--- src/rtl/rv32_fetch_pkg.sv ---
// Shared types for the rv32 instruction-fetch slice: FSM states, buffer entries and
// the imem address formatting helper.
package rv32_fetch_pkg;

  typedef enum logic [1:0] {IDLE, REQ, WAIT, DRAIN} fetch_state_t;

  typedef struct packed {
    logic [31:0] pc;
    logic [31:0] instr;
  } ibuf_entry_t;

  // Word-addressed PC mapped onto either a word or a byte address bus.
  function automatic logic [31:0] fmt_addr(input logic [31:0] pc, input logic byte_addr);
    return byte_addr ? {pc[29:0], 2'b00} : pc;
  endfunction

endpackage

--- src/rtl/rv32_ibuf.sv ---
// Small synchronous FIFO holding fetched {pc, instr} pairs; clear beats push/pop.
module rv32_ibuf
  import rv32_fetch_pkg::*;
#(
  parameter int unsigned Depth = 2
) (
  input  logic                     clk_i,
  input  logic                     rst_ni,
  input  logic                     clear_i,
  input  logic                     push_i,
  input  ibuf_entry_t              data_i,
  input  logic                     pop_i,
  output ibuf_entry_t              data_o,
  output logic                     full_o,
  output logic                     empty_o,
  output logic [$clog2(Depth):0]   count_o
);

  localparam int unsigned AW = $clog2(Depth);

  ibuf_entry_t   mem_q [Depth];
  logic [AW-1:0] wr_ptr_q, rd_ptr_q;
  logic [AW:0]   count_q;
  logic          do_push, do_pop;

  assign full_o  = (count_q == (AW+1)'(Depth));
  assign empty_o = (count_q == '0);
  assign do_pop  = pop_i & ~empty_o;
  // A push into a full buffer is accepted only when the head leaves in the same cycle.
  assign do_push = push_i & (~full_o | do_pop);

  always_ff @(posedge clk_i or negedge rst_ni) begin
    if (!rst_ni) begin
      wr_ptr_q <= '0;
      rd_ptr_q <= '0;
      count_q  <= '0;
    end else if (clear_i) begin
      wr_ptr_q <= '0;
      rd_ptr_q <= '0;
      count_q  <= '0;
    end else begin
      if (do_push) wr_ptr_q <= wr_ptr_q + 1'b1;
      if (do_pop)  rd_ptr_q <= rd_ptr_q + 1'b1;
      count_q <= count_q + (AW+1)'(do_push) - (AW+1)'(do_pop);
    end
  end

  always_ff @(posedge clk_i) begin
    if (do_push && !clear_i) mem_q[wr_ptr_q] <= data_i;
  end

  assign data_o  = empty_o ? '0 : mem_q[rd_ptr_q];
  assign count_o = count_q;

endmodule

--- src/rtl/rv32_fetch_ctrl.sv ---
// Instruction-fetch sequencer: one imem request per PC value, PC throttling via busy,
// and an instruction buffer towards decode that is discarded on flush.
module rv32_fetch_ctrl
  import rv32_fetch_pkg::*;
#(
  parameter int unsigned IBUF_DEPTH = 2,
  parameter bit          BYTE_ADDR  = 1'b0
) (
  input  logic        clk_i,
  input  logic        rst_ni,
  input  logic [31:0] pc_i,
  input  logic        pc_flush_i,
  output logic        pc_busy_o,
  output logic        imem_req_o,
  output logic [31:0] imem_addr_o,
  input  logic        imem_gnt_i,
  input  logic        imem_rvalid_i,
  input  logic [31:0] imem_rdata_i,
  output logic        if_valid_o,
  output logic [31:0] if_instr_o,
  output logic [31:0] if_pc_o,
  input  logic        id_ready_i
);

  localparam int unsigned CW = $clog2(IBUF_DEPTH) + 1;

  fetch_state_t  state_q, state_d;
  logic [31:0]   req_pc_q, req_pc_d;
  logic [CW-1:0] count;
  logic [CW:0]   occ, occ_after_push;
  logic          space, space_after_push;
  logic          push, pop, empty, full;
  ibuf_entry_t   head;

  // Occupancy counts the outstanding grant so the buffer can never overflow.
  assign occ              = {1'b0, count} + (CW+1)'(state_q == WAIT);
  assign space            = ~full & (occ < (CW+1)'(IBUF_DEPTH));
  assign occ_after_push   = {1'b0, count} + (CW+1)'(1) - (CW+1)'(pop);
  assign space_after_push = occ_after_push < (CW+1)'(IBUF_DEPTH);

  assign if_valid_o = ~empty & ~pc_flush_i;
  assign pop        = if_valid_o & id_ready_i;
  assign if_instr_o = head.instr;
  assign if_pc_o    = head.pc;

  always_comb begin
    state_d     = state_q;
    req_pc_d    = req_pc_q;
    push        = 1'b0;
    pc_busy_o   = 1'b1;
    imem_req_o  = 1'b0;
    imem_addr_o = '0;
    unique case (state_q)
      IDLE: begin
        if (pc_flush_i || space) state_d = REQ;
      end
      REQ: begin
        imem_req_o  = 1'b1;
        imem_addr_o = fmt_addr(pc_i, BYTE_ADDR);
        if (imem_gnt_i) begin
          req_pc_d  = pc_i;
          pc_busy_o = 1'b0;
          state_d   = WAIT;
        end
      end
      WAIT: begin
        if (pc_flush_i) begin
          state_d = imem_rvalid_i ? REQ : DRAIN;
        end else if (imem_rvalid_i) begin
          push    = 1'b1;
          state_d = space_after_push ? REQ : IDLE;
        end
      end
      DRAIN: begin
        if (imem_rvalid_i) state_d = REQ;
      end
      default: state_d = IDLE;
    endcase
  end

  always_ff @(posedge clk_i or negedge rst_ni) begin
    if (!rst_ni) begin
      state_q  <= IDLE;
      req_pc_q <= '0;
    end else begin
      state_q  <= state_d;
      req_pc_q <= req_pc_d;
    end
  end

  rv32_ibuf #(
    .Depth (IBUF_DEPTH)
  ) u_ibuf (
    .clk_i   (clk_i),
    .rst_ni  (rst_ni),
    .clear_i (pc_flush_i),
    .push_i  (push),
    .data_i  ('{pc: req_pc_q, instr: imem_rdata_i}),
    .pop_i   (pop),
    .data_o  (head),
    .full_o  (full),
    .empty_o (empty),
    .count_o (count)
  );

endmodule
--- config.mk ---
export PLATFORM = sky130hd
export DESIGN_NAME = rv32_fetch_ctrl
export DESIGN_NICKNAME = d
export VERILOG_FILES = /design/src/rtl/rv32_fetch_pkg.sv /design/src/rtl/rv32_ibuf.sv /design/src/rtl/rv32_fetch_ctrl.sv
export SDC_FILE = /design/constraint.sdc
export NUM_CORES = 1
export LEC_CHECK = 0
export CAP_MARGIN = 25
export CORE_MARGIN = 5
export CORE_UTILIZATION = 49
export CTS_CLUSTER_DIAMETER = 40
export CTS_CLUSTER_SIZE = 12
export DETAILED_ROUTE_END_ITERATION = 6
export PLACE_DENSITY = 0.8
export RECOVER_POWER = 100
export SLEW_MARGIN = 20
export SYNTH_ARGS = -nofsm -noshare
export SYNTH_HDL_FRONTEND = slang
export SYNTH_SLANG_ARGS = --single-unit
--- constraint.sdc ---
create_clock -name clk_i -period 5.7 [get_ports clk_i]
set_input_delay 0.855 -clock clk_i [delete_from_list [all_inputs] [get_ports clk_i]]
set_output_delay 0.855 -clock clk_i [all_outputs]
set_load 0.005 [all_outputs]
Word level (Yosys, flattened, before mapping). Memory sizes are Yosys's and may differ from the RTL's. Index checks and enable logic that the tools add are counted.

RAM bits: 128. Register bits after elaboration: 38. Memories: 1.

Memory list: u_ibuf.mem_q (words 2, width 64, rd ports 1, clocked after Yosys merged registers in 0, wr ports 1, line rv32_ibuf.sv:21) `ibuf_entry_t mem_q [Depth];`.

Equal/unequal tests: 8. Order comparisons: 2. Bitwise logic cells: 9. Muxes and demuxes: 23. Reductions and logical operators: 9. Add/subtract/negate cells: 7.

Operators by type and width (count): 64-bit two-way mux (1); 32-bit two-way mux (1); 2-bit two-way mux (7); 1-bit two-way mux (13); 2-bit one-hot mux with 4 select lines (1); 2-bit == test (second input constant) (3); 3-bit by 2-bit < comparator with 1-bit output (second input constant) (2); 2-bit != test (second input constant) (3); 1-bit bitwise AND (5); 2-bit zero test (2); 4-bit AND reduction (1); 2-bit nonzero test (2); 2-bit by 1-bit adder with 3-bit output (1); 2-bit by 1-bit adder with 3-bit output (second input constant) (1); 3-bit != test (second input constant) (1); 1-bit NOT (3); 3-bit by 1-bit subtractor with 3-bit output (1); 1-bit adder (second input constant) (2); 2-bit by 1-bit adder with 2-bit output (1); 2-bit by 1-bit == test with 1-bit output (second input constant) (1); 2-bit AND reduction (1); 2-bit by 1-bit subtractor with 2-bit output (1); 1-bit logical AND (1); 1-bit zero test (1); 2 further kinds (2).

Depth between registers and ports, before layout. Gate-level depths: netlist of the first run.

Word-level depth: 10. Depth in mapped cells: 7.

Hierarchy. From an unflattened synthesis of the first run, not the netlist that was laid out.

Cells, all modules: 430. Area total of the unflattened synthesis: 6899.1 sq um.

By module, submodules not included: rv32_ibuf (cells an instance 297, times used 1, area each 5101.1 sq um); rv32_fetch_ctrl (cells an instance 133, times used 1, area each 1798.0 sq um).

Worst setup path after synthesis of the first run. No wires, ideal clock.

Path type: in2reg. Start point: in pc_flush_i. End point: mem u_ibuf.mem_q[0][0] in the netlist's numbering, enable pin. Path buffers: 1. Setup slack: 1.048 ns. Arrival: 4.158 ns. Stages: 4. Path through: buf_6 -> inv_1 -> o2111a_2 -> nor2b_1.

Longest elaborated chain between the ends: 9. Elaborated cells on any way between the ends: 12.

RTL lines: from (decl) (line rv32_fetch_ctrl.sv:12) `input logic pc_flush_i,`; 1-bit NOT (line rv32_fetch_ctrl.sv:41) `assign if_valid_o = ~empty & ~pc_flush_i;`; 1-bit bitwise AND (line rv32_fetch_ctrl.sv:41); 1-bit bitwise AND (line rv32_fetch_ctrl.sv:42) `assign pop = if_valid_o & id_ready_i;`; 1-bit bitwise AND (line rv32_ibuf.sv:28) `assign do_pop = pop_i & ~empty_o;`; 1-bit OR (line rv32_ibuf.sv:30) `assign do_push = push_i & (~full_o | do_pop);`; 1-bit bitwise AND (line rv32_ibuf.sv:30); 1-bit logical AND (*) (line rv32_ibuf.sv:49) `if (do_push && !clear_i) mem_q[wr_ptr_q] <= data_i;`; 1-bit two-way mux (*) (line rv32_ibuf.sv:49); 1-bit two-way mux (implied by the code) (*) (line rv32_ibuf.sv:49); to (decl) (line rv32_ibuf.sv:21).

Every way passes the cells marked *; elsewhere a longest branch is shown, timed or not.

Worst setup path after layout of the first run.
Start point: in pc_flush_i. End point: mem u_ibuf.mem_q[0][60] in the netlist's numbering, enable pin.

The elaborated chain is that of the path after synthesis.

==> impl_metrics.csv, run 1 <==
group,metric,value,unit
status,run_status,"finished with violations",
status,violations,"max-capacitance violations, max-slew violations",
clock_tree,tritoncts_num_sinks,166,
synthesis,post_synth_main_area_contributors,"sky130_fd_sc_hd__edfxtp_1 58%, sky130_fd_sc_hd__dfrtp_1 14%, sky130_fd_sc_hd__mux2i_1 9.9%, sky130_fd_sc_hd__mux2_2 5.4%, sky130_fd_sc_hd__nor2_1 3.9%",
finish,final_core_util,67.7,%
timing,period_minus_slack,4260,ps
clock_tree,cts_tree,"done",
synthesis,yosys-top-cells-count,"128 x sky130_fd_sc_hd__edfxtp_1, 69 x sky130_fd_sc_hd__nor2_1, 66 x sky130_fd_sc_hd__mux2i_1",
floorplan,die_height,127,um
floorplan,rows,42,
global_route,grt.overflow.total,0,
place,dpl.hpwl,9.08,mm
global_route,grt_first_pass_wirelength,21.3,mm
finish,layout.nets,665,
clock_tree,number_of_clock_buffers_inserted_by_tritoncts,17,
timing,setup_viol,0,
timing,slew_headroom,-100,%
place,port_buffers,168,
timing,rsz0062_at_grt,"no",
setup_path,critPathArrivalTime,4280,ps
hold_path,worstHoldPathType,"reg -> reg",
synthesis,post_synth_instance_area,0.00668,mm^2
power,vdd.ir_drop.worst,0.300,mV
drt,via_count,3919,
finish,layout-area-overhead-vs-synth,34.8,%
setup_path,timing.critical_path.from_type,"input port",
clock_tree,cts_resized,0,
power,total_leakage_power,3.31,nW
timing,actual_transition_at_the_worst_max_transition_pin,3000,ps
floorplan,floorplan.core_area,0.0133,mm^2
clock_tree,clkTransAtPathRegs,60,ps
timing,final_max_slew_viol_count,124,
finish,insertedDiodeCount,0,
synthesis,async_reset_ff_share,22.9,%
setup_path,cp-end-kind,"flop",
setup_path,critPathRequiredTime,5720,ps
floorplan,chipWidth,127,um
clock_tree,cts_hold_repair.buffers,0,
synthesis,synth_fp_nets,495,
synthesis,yosys.area.top_type_share,57.6,%
timing,fin_worst_skew,9.90,ps
drt,detail_route.wirelength,13.5,mm
timing,fmaxAchievable,235,MHz
global_route,number_of_global_route_vias_before_repair,4130,
synthesis,netlist-cell-type-count,29,
drt,drt_iter0_markers,239,
clock_tree,clock_root_buffer,"sky130_fd_sc_hd__clkbuf_16",
synthesis,synth_enable_flop_cells,128,
floorplan,fp.dieArea,0.0161,mm^2
setup_path,worst_path_max_delay_cell,"sky130_fd_sc_hd__nor2b_1",
setup_path,worst-setup-path-type,"in -> reg",
setup_path,max_incr_delay_on_cp,1380,ps
finish,post_route_cells_drive_above_1_share,11.1,%
clock_tree,insertion_delay_to_the_later_sink_of_the_worst_skew_pair,410,ps
synthesis,ys.flop_type,"sky130_fd_sc_hd__edfxtp_1",
drt,detail_route.vias_per_cell,5.03,
setup_path,crit_path_max_fanout,21,
synthesis,ys_warn_count,0,
flow_run,max-cap-violations,3,
drt,ant_nets,0,
setup_path,timing.critical_path.cells,"dlygate4sd3_1 > inv_1 > o2111a_1 > nor2b_1 > clkbuf_1",
drt,routed_wl_per_cell,17.4,um
global_route,grt_max_degree,66,
timing,period_share,74.8,%
synthesis,ys_seq_area_share,71.8,%
drt,remaining_drc_errors,0,
drt,dr.pass1.iters,5,
floorplan,initial_core_util,50.2,%
clock_tree,clk_path_buf_depth,2,
floorplan,io-pin-count,169,
synthesis,synth_largest_area_cell,"sky130_fd_sc_hd__edfxtp_1",
global_route,grt_antenna_before_repair,0,
synthesis,synthesized_instance_count,420,
global_route,grt_util_all_layers,16.9,%
clock_tree,cts-htree-levels,4,
place,place_congestion,0.771,
timing,finalHoldViolCount,0,
synthesis,synth_seq_cells,166,
synthesis,mapped_avg_cell_area,15.9,um^2
timing,final.setup.tns,0,ps
synthesis,post-synth-top-count-cell,"sky130_fd_sc_hd__edfxtp_1",
power,cellPowerDensity,365,mW/mm^2
clock_tree,cts_setup_buffers,0,
-- area by class of cell --
type	count	area, um^2
inverters	6	22.5
repair buffers	173	1730
flip-flops and latches	166	4790
clock buffers	17	425
well taps	176	220
fillers	927	4300
clock inverters	15	105
multi-input cells	226	1700
-- through the flow --
stage	instances	hold slack, ps	total power [mW]	setup WS, ps	instance area (um^2)
final	779	465	3.28	1440	9000
after global routing	779	484	3.43	1110	9000
after CTS	778	467	3.34	1620	9040
after detailed placement	746	453	2.33	2080	8510
after global placement	744	443	2.28	2120	8460
after floorplan	420	437	2.00	1050	6680
-- per-layer routing --
metal  track usage (%)  vias up  share of wire, %
li1                  -     1857                 -
met1              21.6     1901                43
met2              27.7      144                49
met3              5.51       17               6.7
met4              5.43        0               1.4
met5                 0        -                 0
-- kinds of logic (layout without fill, tap and decap cells) --
group                    Yosys count  after routing  share of synthesized area (%)
flip-flops                       166            166                           71.8
AND/OR/NAND/NOR                  109            109                           7.76
multiplexers                      98             98                           15.3
buffers and inverters             28            211                           2.60
AO/OA/AOI/OAI                     11             11                           1.22
adder cells (fa/ha/maj)            5              5                          0.937
XOR/XNOR                           3              3                          0.394
-- critical path: cells and delay by family --
| family | cells | cell delay (ps) |
|---|---|---|
| buf+inv | 3 | 1750 |
| compound gates | 1 | 290 |
| simple gates | 1 | 1380 |
-- state kept, by name (all words and copies together) (netlist names) --
signal	flops
u_ibuf.wr_ptr_q	1
u_ibuf.count_o	2
req_pc_q	32
u_ibuf.mem_q	128
u_ibuf.rd_ptr_q	1
state_q	2
-- final timing paths --
check	slack (ps)	startpoint	to	cells past startpoint
setup / recovery	1440	pc_flush_i	u_ibuf.mem_q[0][60]	5
hold / removal	470	req_pc_q[28]	u_ibuf.mem_q[0][60]	0
setup reg to reg	1950	state_q[0]	u_ibuf.mem_q[0][60]	5
hold reg to reg	470	req_pc_q[28]	u_ibuf.mem_q[0][60]	0
max in group asynchronous	3430	rst_ni	req_pc_q[22]	1
min in group asynchronous	1040	rst_ni	req_pc_q[31]	1
-- power breakdown --
group | switching, mW | total, mW | internal (mW)
combinational | 0.256 | 0.630 | 0.374
clock | 0.460 | 1.02 | 0.557
sequential | 0.103 | 1.64 | 1.53
-- cells in the final DEF (no fill, tap or decap), drive strengths merged, types with 2 or more instances in the layout --
master / instances
buf: 4
mux2i: 66
clkbuf: 19
nor2: 69
clkinvlp: 5
o22ai: 2
ha: 5
and2: 33
nand2: 2
mux2: 32
o21ai: 4
a21oi: 2
xor2: 2
inv: 9
clkinv: 7
nand2b: 2
clkdlybuf4s50: 49
dlygate4sd3: 118
dfrtp: 38
edfxtp: 128
No activity file was read; power rests on OpenSTA's default activity.
==> run 2, diff against run 1 <==
==> constraint.sdc (replaced) <==
create_clock -name clk_i -period 4 [get_ports clk_i]
set_input_delay 0.6 -clock clk_i [delete_from_list [all_inputs] [get_ports clk_i]]
set_output_delay 0.6 -clock clk_i [all_outputs]
set_load 0.005 [all_outputs]
==> impl_metrics.csv, run 2 (synthesis results as in run 1) <==
group,metric,value,unit
place,pre_cts_slack,1130,ps
power,vdd.ir_drop.worst,0.313,mV
global_route,grt_util_all_layers,17.0,%
flow_run,max-cap-violations,3,
finish,final_core_util,68.5,%
setup_path,worst-setup-path-type,"in -> reg",
finish,instances_no_fill,780,
timing,period_share,82.7,%
floorplan,floorplan.core_area,0.0133,mm^2
finish,layout-area-overhead-vs-synth,36.4,%
drt,via_count,3874,
finish,biggestRegsByFlops,"u_ibuf.mem_q (128), req_pc_q (32)",
finish,postLayoutCellArea,0.00911,mm^2
clock_tree,number_of_clock_buffers_inserted_by_tritoncts,17,
floorplan,die_height,127,um
drt,remaining_drc_errors,0,
setup_path,critPathRequiredTime,4090,ps
finish,largest_register_ffs,128,
timing,postLayoutSetupSlackWorst,690,ps
setup_path,cp-end-kind,"flop",
timing,fin_worst_skew,13.1,ps
clock_tree,clock_root_buffer,"sky130_fd_sc_hd__clkbuf_16",
clock_tree,clk_path_buf_depth,2,
global_route,grt_first_pass_wirelength,21.4,mm
timing,period_minus_slack,3310,ps
status,violations,"max-capacitance violations, max-slew violations",
global_route,grt_max_degree,42,
global_route,number_of_global_route_vias_before_repair,4143,
timing,final.setup.tns,0,ps
setup_path,crit_path_max_fanout,41,
drt,drt_iter0_markers,196,
place,placed_cells,748,
power,power,4.88,mW
floorplan,initial_core_util,50.2,%
drt,ant_nets,0,
global_route,grt_antenna_before_repair,0,
clock_tree,cts-htree-levels,4,
place,port_buffers,168,
timing,actual_transition_at_the_worst_max_transition_pin,2120,ps
floorplan,chipWidth,127,um
power,total_leakage_power,3.35,nW
drt,detail_route.vias_per_cell,4.97,
finish,post_route_cells_drive_above_1_share,11.8,%
drt,detail_route.wirelength,13.7,mm
finish,layout.nets,666,
drt,routed_wl_per_cell,17.5,um
finish,layout_commonest_cell,"sky130_fd_sc_hd__edfxtp_1",
floorplan,io-pin-count,169,
finish,max_flop_register,"u_ibuf.mem_q",
place,placed_cell_area,0.00853,mm^2
timing,finalHoldViolCount,0,
clock_tree,cts_tree,"done",
clock_tree,cts_setup_buffers,0,
timing,final_max_slew_viol_count,96,
clock_tree,cts_resized,0,
status,run_status,"finished with violations",
power,cellPowerDensity,536,mW/mm^2
clock_tree,clkTransAtPathRegs,60,ps
floorplan,fp.dieArea,0.0161,mm^2
drt,dr.pass1.iters,4,
setup_path,critPathArrivalTime,3400,ps
floorplan,rows,42,
timing,rsz0062_at_grt,"no",
timing,hold_ws,465,ps
clock_tree,tritoncts_num_sinks,166,
global_route,grt.overflow.total,0,
place,place_congestion,0.788,
finish,insertedDiodeCount,0,
setup_path,timing.critical_path.from_type,"input port",
hold_path,worstHoldPathType,"reg -> reg",
timing,slew_headroom,-41.3,%
finish,layout.cells.most_common_list,"128 x sky130_fd_sc_hd__edfxtp_1, 112 x sky130_fd_sc_hd__dlygate4sd3_1, 68 x sky130_fd_sc_hd__nor2_1",
timing,fmaxAchievable,302,MHz
timing,setup_viol,0,
clock_tree,insertion_delay_to_the_later_sink_of_the_worst_skew_pair,410,ps
clock_tree,cts_hold_repair.buffers,0,
place,dpl.hpwl,9.24,mm
[run 2: changes by cell type in the layout (fill, tap and decap cells not counted), moves of 3 or more]
cell,before,now
sky130_fd_sc_hd__buf_12,0,3
sky130_fd_sc_hd__dlygate4sd3_1,118,112
sky130_fd_sc_hd__clkinv_1,5,1
sky130_fd_sc_hd__clkbuf_8,0,3
sky130_fd_sc_hd__clkdlybuf4s50_1,49,55
sky130_fd_sc_hd__clkbuf_1,2,5
sky130_fd_sc_hd__and2_0,12,17
sky130_fd_sc_hd__and2_1,21,16
sky130_fd_sc_hd__bufinv_16,0,3
[run 2: path summary, 6_finish.rpt]
path / endpoint / from / depth (start not counted) / slack [ps]
setup / recovery: u_ibuf.mem_q[1][1] / pc_flush_i / 5 / 690
max in group asynchronous: u_ibuf.rd_ptr_q / rst_ni / 1 / 1840
min in group asynchronous: req_pc_q[0] / rst_ni / 1 / 800
hold reg to reg: u_ibuf.mem_q[0][35] / req_pc_q[3] / 0 / 470
setup reg to reg: req_pc_q[3] / state_q[1] / 5 / 790
hold / removal: u_ibuf.mem_q[0][35] / req_pc_q[3] / 0 / 470
[run 2: layer usage]
layer	routed length (um)	GRT usage [%]	up-vias
met4	51	4.86	0
met2	7030	29.0	142
met1	5620	21.5	1868
met3	968	4.50	8
li1	-	-	1856
met5	0	0	-
[run 2: critical path, cell delays in order]
cell and delay [ps]:
sky130_fd_sc_hd__dlygate4sd3_1 660, sky130_fd_sc_hd__inv_1 150, sky130_fd_sc_hd__o2111a_1 270, sky130_fd_sc_hd__and2_0 1340, sky130_fd_sc_hd__buf_12 350
[run 2: final cells by class]
class	instances	area, um^2
Clock buffer	22	474
Timing Repair Buffer	174	1750
Fill cell	887	4180
Tap cell	176	220
Sequential cell	166	4800
Multi-Input combinational cell	226	1710
Inverter	6	22.5
Clock inverter	10	144
[run 2: power by group]
group	internal [mW]	total, mW	switching (mW)
combinational	0.530	0.898	0.368
clock	1.04	1.66	0.619
sequential	2.18	2.33	0.142
total	3.75	4.88	1.13
==> run 3, diff against run 2 <==
==> constraint.sdc (replaced) <==
create_clock -name clk_i -period 3.1 [get_ports clk_i]
set_input_delay 0.465 -clock clk_i [delete_from_list [all_inputs] [get_ports clk_i]]
set_output_delay 0.465 -clock clk_i [all_outputs]
set_load 0.005 [all_outputs]
==> impl_metrics.csv, run 3 (synthesis results as in run 1) <==
group,metric,value,unit
drt,remaining_drc_errors,0,
finish,layout-area-overhead-vs-synth,36.2,%
drt,topRoutingLayerUsed,"met4",
floorplan,floorplan.core_area,0.0133,mm^2
drt,detail_route.wirelength,13.7,mm
finish,largest_register_ffs,128,
setup_path,timing.reg2reg.setup_slack,300,ps
timing,hold_ws,466,ps
drt,dr.pass1.iters,4,
finish,layout.nets,671,
clock_tree,clkTransAtPathRegs,60,ps
finish,insertedDiodeCount,0,
global_route,grt_first_pass_wirelength,21.9,mm
timing,final_max_slew_viol_count,39,
floorplan,initial_core_util,50.2,%
finish,post_route_cells_drive_above_1_share,13.0,%
timing,fin_worst_skew,14.7,ps
place,pre_cts_slack,535,ps
finish,final_core_util,68.4,%
floorplan,rows,42,
clock_tree,cts_hold_repair.buffers,0,
setup_path,critPathRequiredTime,2630,ps
power,total_leakage_power,3.37,nW
drt,via_count,3957,
drt,detail_route.vias_per_cell,5.04,
setup_path,worstRegToRegCells,5,
timing,final.setup.tns,0,ps
timing,setup_viol,0,
finish,layout_commonest_cell,"sky130_fd_sc_hd__edfxtp_1",
clock_tree,clock_root_buffer,"sky130_fd_sc_hd__clkbuf_16",
place,port_buffers,168,
finish,layout.cells.most_common_list,"128 x sky130_fd_sc_hd__edfxtp_1, 111 x sky130_fd_sc_hd__dlygate4sd3_1, 68 x sky130_fd_sc_hd__nor2_1",
timing,period_share,91.9,%
drt,ant_nets,0,
power,power,6.17,mW
setup_path,reg_to_reg_start,"state_q[0]",
place,place_congestion,0.809,
drt,met1_routed_length,5.73,mm
clock_tree,cts_resized,0,
timing,actual_transition_at_the_worst_max_transition_pin,2170,ps
floorplan,die_height,127,um
status,violations,"max-capacitance violations, max-slew violations",
timing,fmaxAchievable,351,MHz
global_route,number_of_global_route_vias_before_repair,4194,
flow_run,max-cap-violations,1,
clock_tree,number_of_clock_buffers_inserted_by_tritoncts,17,
place,dpl.hpwl,9.54,mm
clock_tree,clk_path_buf_depth,2,
power,vdd.ir_drop.worst,0.401,mV
drt,met2_length,6.90,mm
setup_path,crit_path_max_fanout,23,
status,run_status,"finished with violations",
floorplan,fp.dieArea,0.0161,mm^2
global_route,grt_antenna_before_repair,0,
setup_path,critPathArrivalTime,2380,ps
global_route,grt_util_all_layers,17.3,%
timing,rsz0062_at_grt,"no",
timing,period_minus_slack,2850,ps
finish,max_flop_register,"u_ibuf.mem_q",
clock_tree,cts_setup_buffers,0,
clock_tree,tritoncts_num_sinks,166,
timing,slew_headroom,-44.3,%
floorplan,chipWidth,127,um
global_route,grt.overflow.total,0,
timing,postLayoutSetupSlackWorst,252,ps
power,cellPowerDensity,679,mW/mm^2
timing,finalHoldViolCount,0,
setup_path,cp-end-kind,"primary output",
floorplan,io-pin-count,169,
global_route,grt_max_degree,43,
clock_tree,cts-htree-levels,4,
hold_path,worstHoldPathType,"reg -> reg",
setup_path,timing.critical_path.from_type,"flop",
clock_tree,insertion_delay_to_the_later_sink_of_the_worst_skew_pair,410,ps
setup_path,worst-setup-path-type,"reg -> out",
drt,routed_wl_per_cell,17.5,um
setup_path,timing.critical_path.from,"u_ibuf.rd_ptr_q",
drt,drt_iter0_markers,219,
drt,met3_wirelength,951,um
finish,biggestRegsByFlops,"u_ibuf.mem_q (128), req_pc_q (32)",
clock_tree,cts_tree,"done",
hold_path,worst_hold_path_cells,0,
hold_path,hold_path.startpoint,"req_pc_q[6]",
-- run 3: power breakdown --
group,switching (mW),internal (mW),total [mW]
Sequential,0.185,2.82,3.00
Combinational,0.480,0.686,1.17
Clock,0.853,1.15,2.00
Total,1.52,4.65,6.17
-- run 3: final timing paths --
check,end
max,if_pc_o[31]
min,u_ibuf.mem_q[0][38]
max reg2reg,u_ibuf.mem_q[1][44]
min reg2reg,u_ibuf.mem_q[0][38]
max in group asynchronous,u_ibuf.rd_ptr_q
min in group asynchronous,req_pc_q[0]
-- run 3: metal layers --
| metal | up-vias | global-route usage [%] |
|---|---|---|
| li1 | 1866 | - |
| met1 | 1945 | 22.2 |
| met2 | 133 | 29.1 |
| met3 | 13 | 5.25 |
| met4 | 0 | 3.97 |
| met5 | - | 0 |
-- run 3: critical path, cell delays in order (launching register included) --
cell and delay [ps]:
sky130_fd_sc_hd__dfrtp_4 700, sky130_fd_sc_hd__buf_4 340, sky130_fd_sc_hd__mux2i_1 260, sky130_fd_sc_hd__nor2_1 80
sky130_fd_sc_hd__dlygate4sd3_1 590
-- run 3: per-stage QoR --
stage,area (um^2),instances
global placement,8560,753
finish,9100,785
CTS,9140,785
global route,9100,785
detailed placement,8560,753
floorplan,6680,420
-- run 3: layout make-up --
type | count | area [um^2]
sequential | 166 | 4800
fill | 921 | 4200
timing repair buffer | 179 | 1770
multi-input combinational | 226 | 1710
clock buffer | 18 | 439
tap | 176 | 220
clock inverter | 14 | 140
inverter | 6 | 22.5
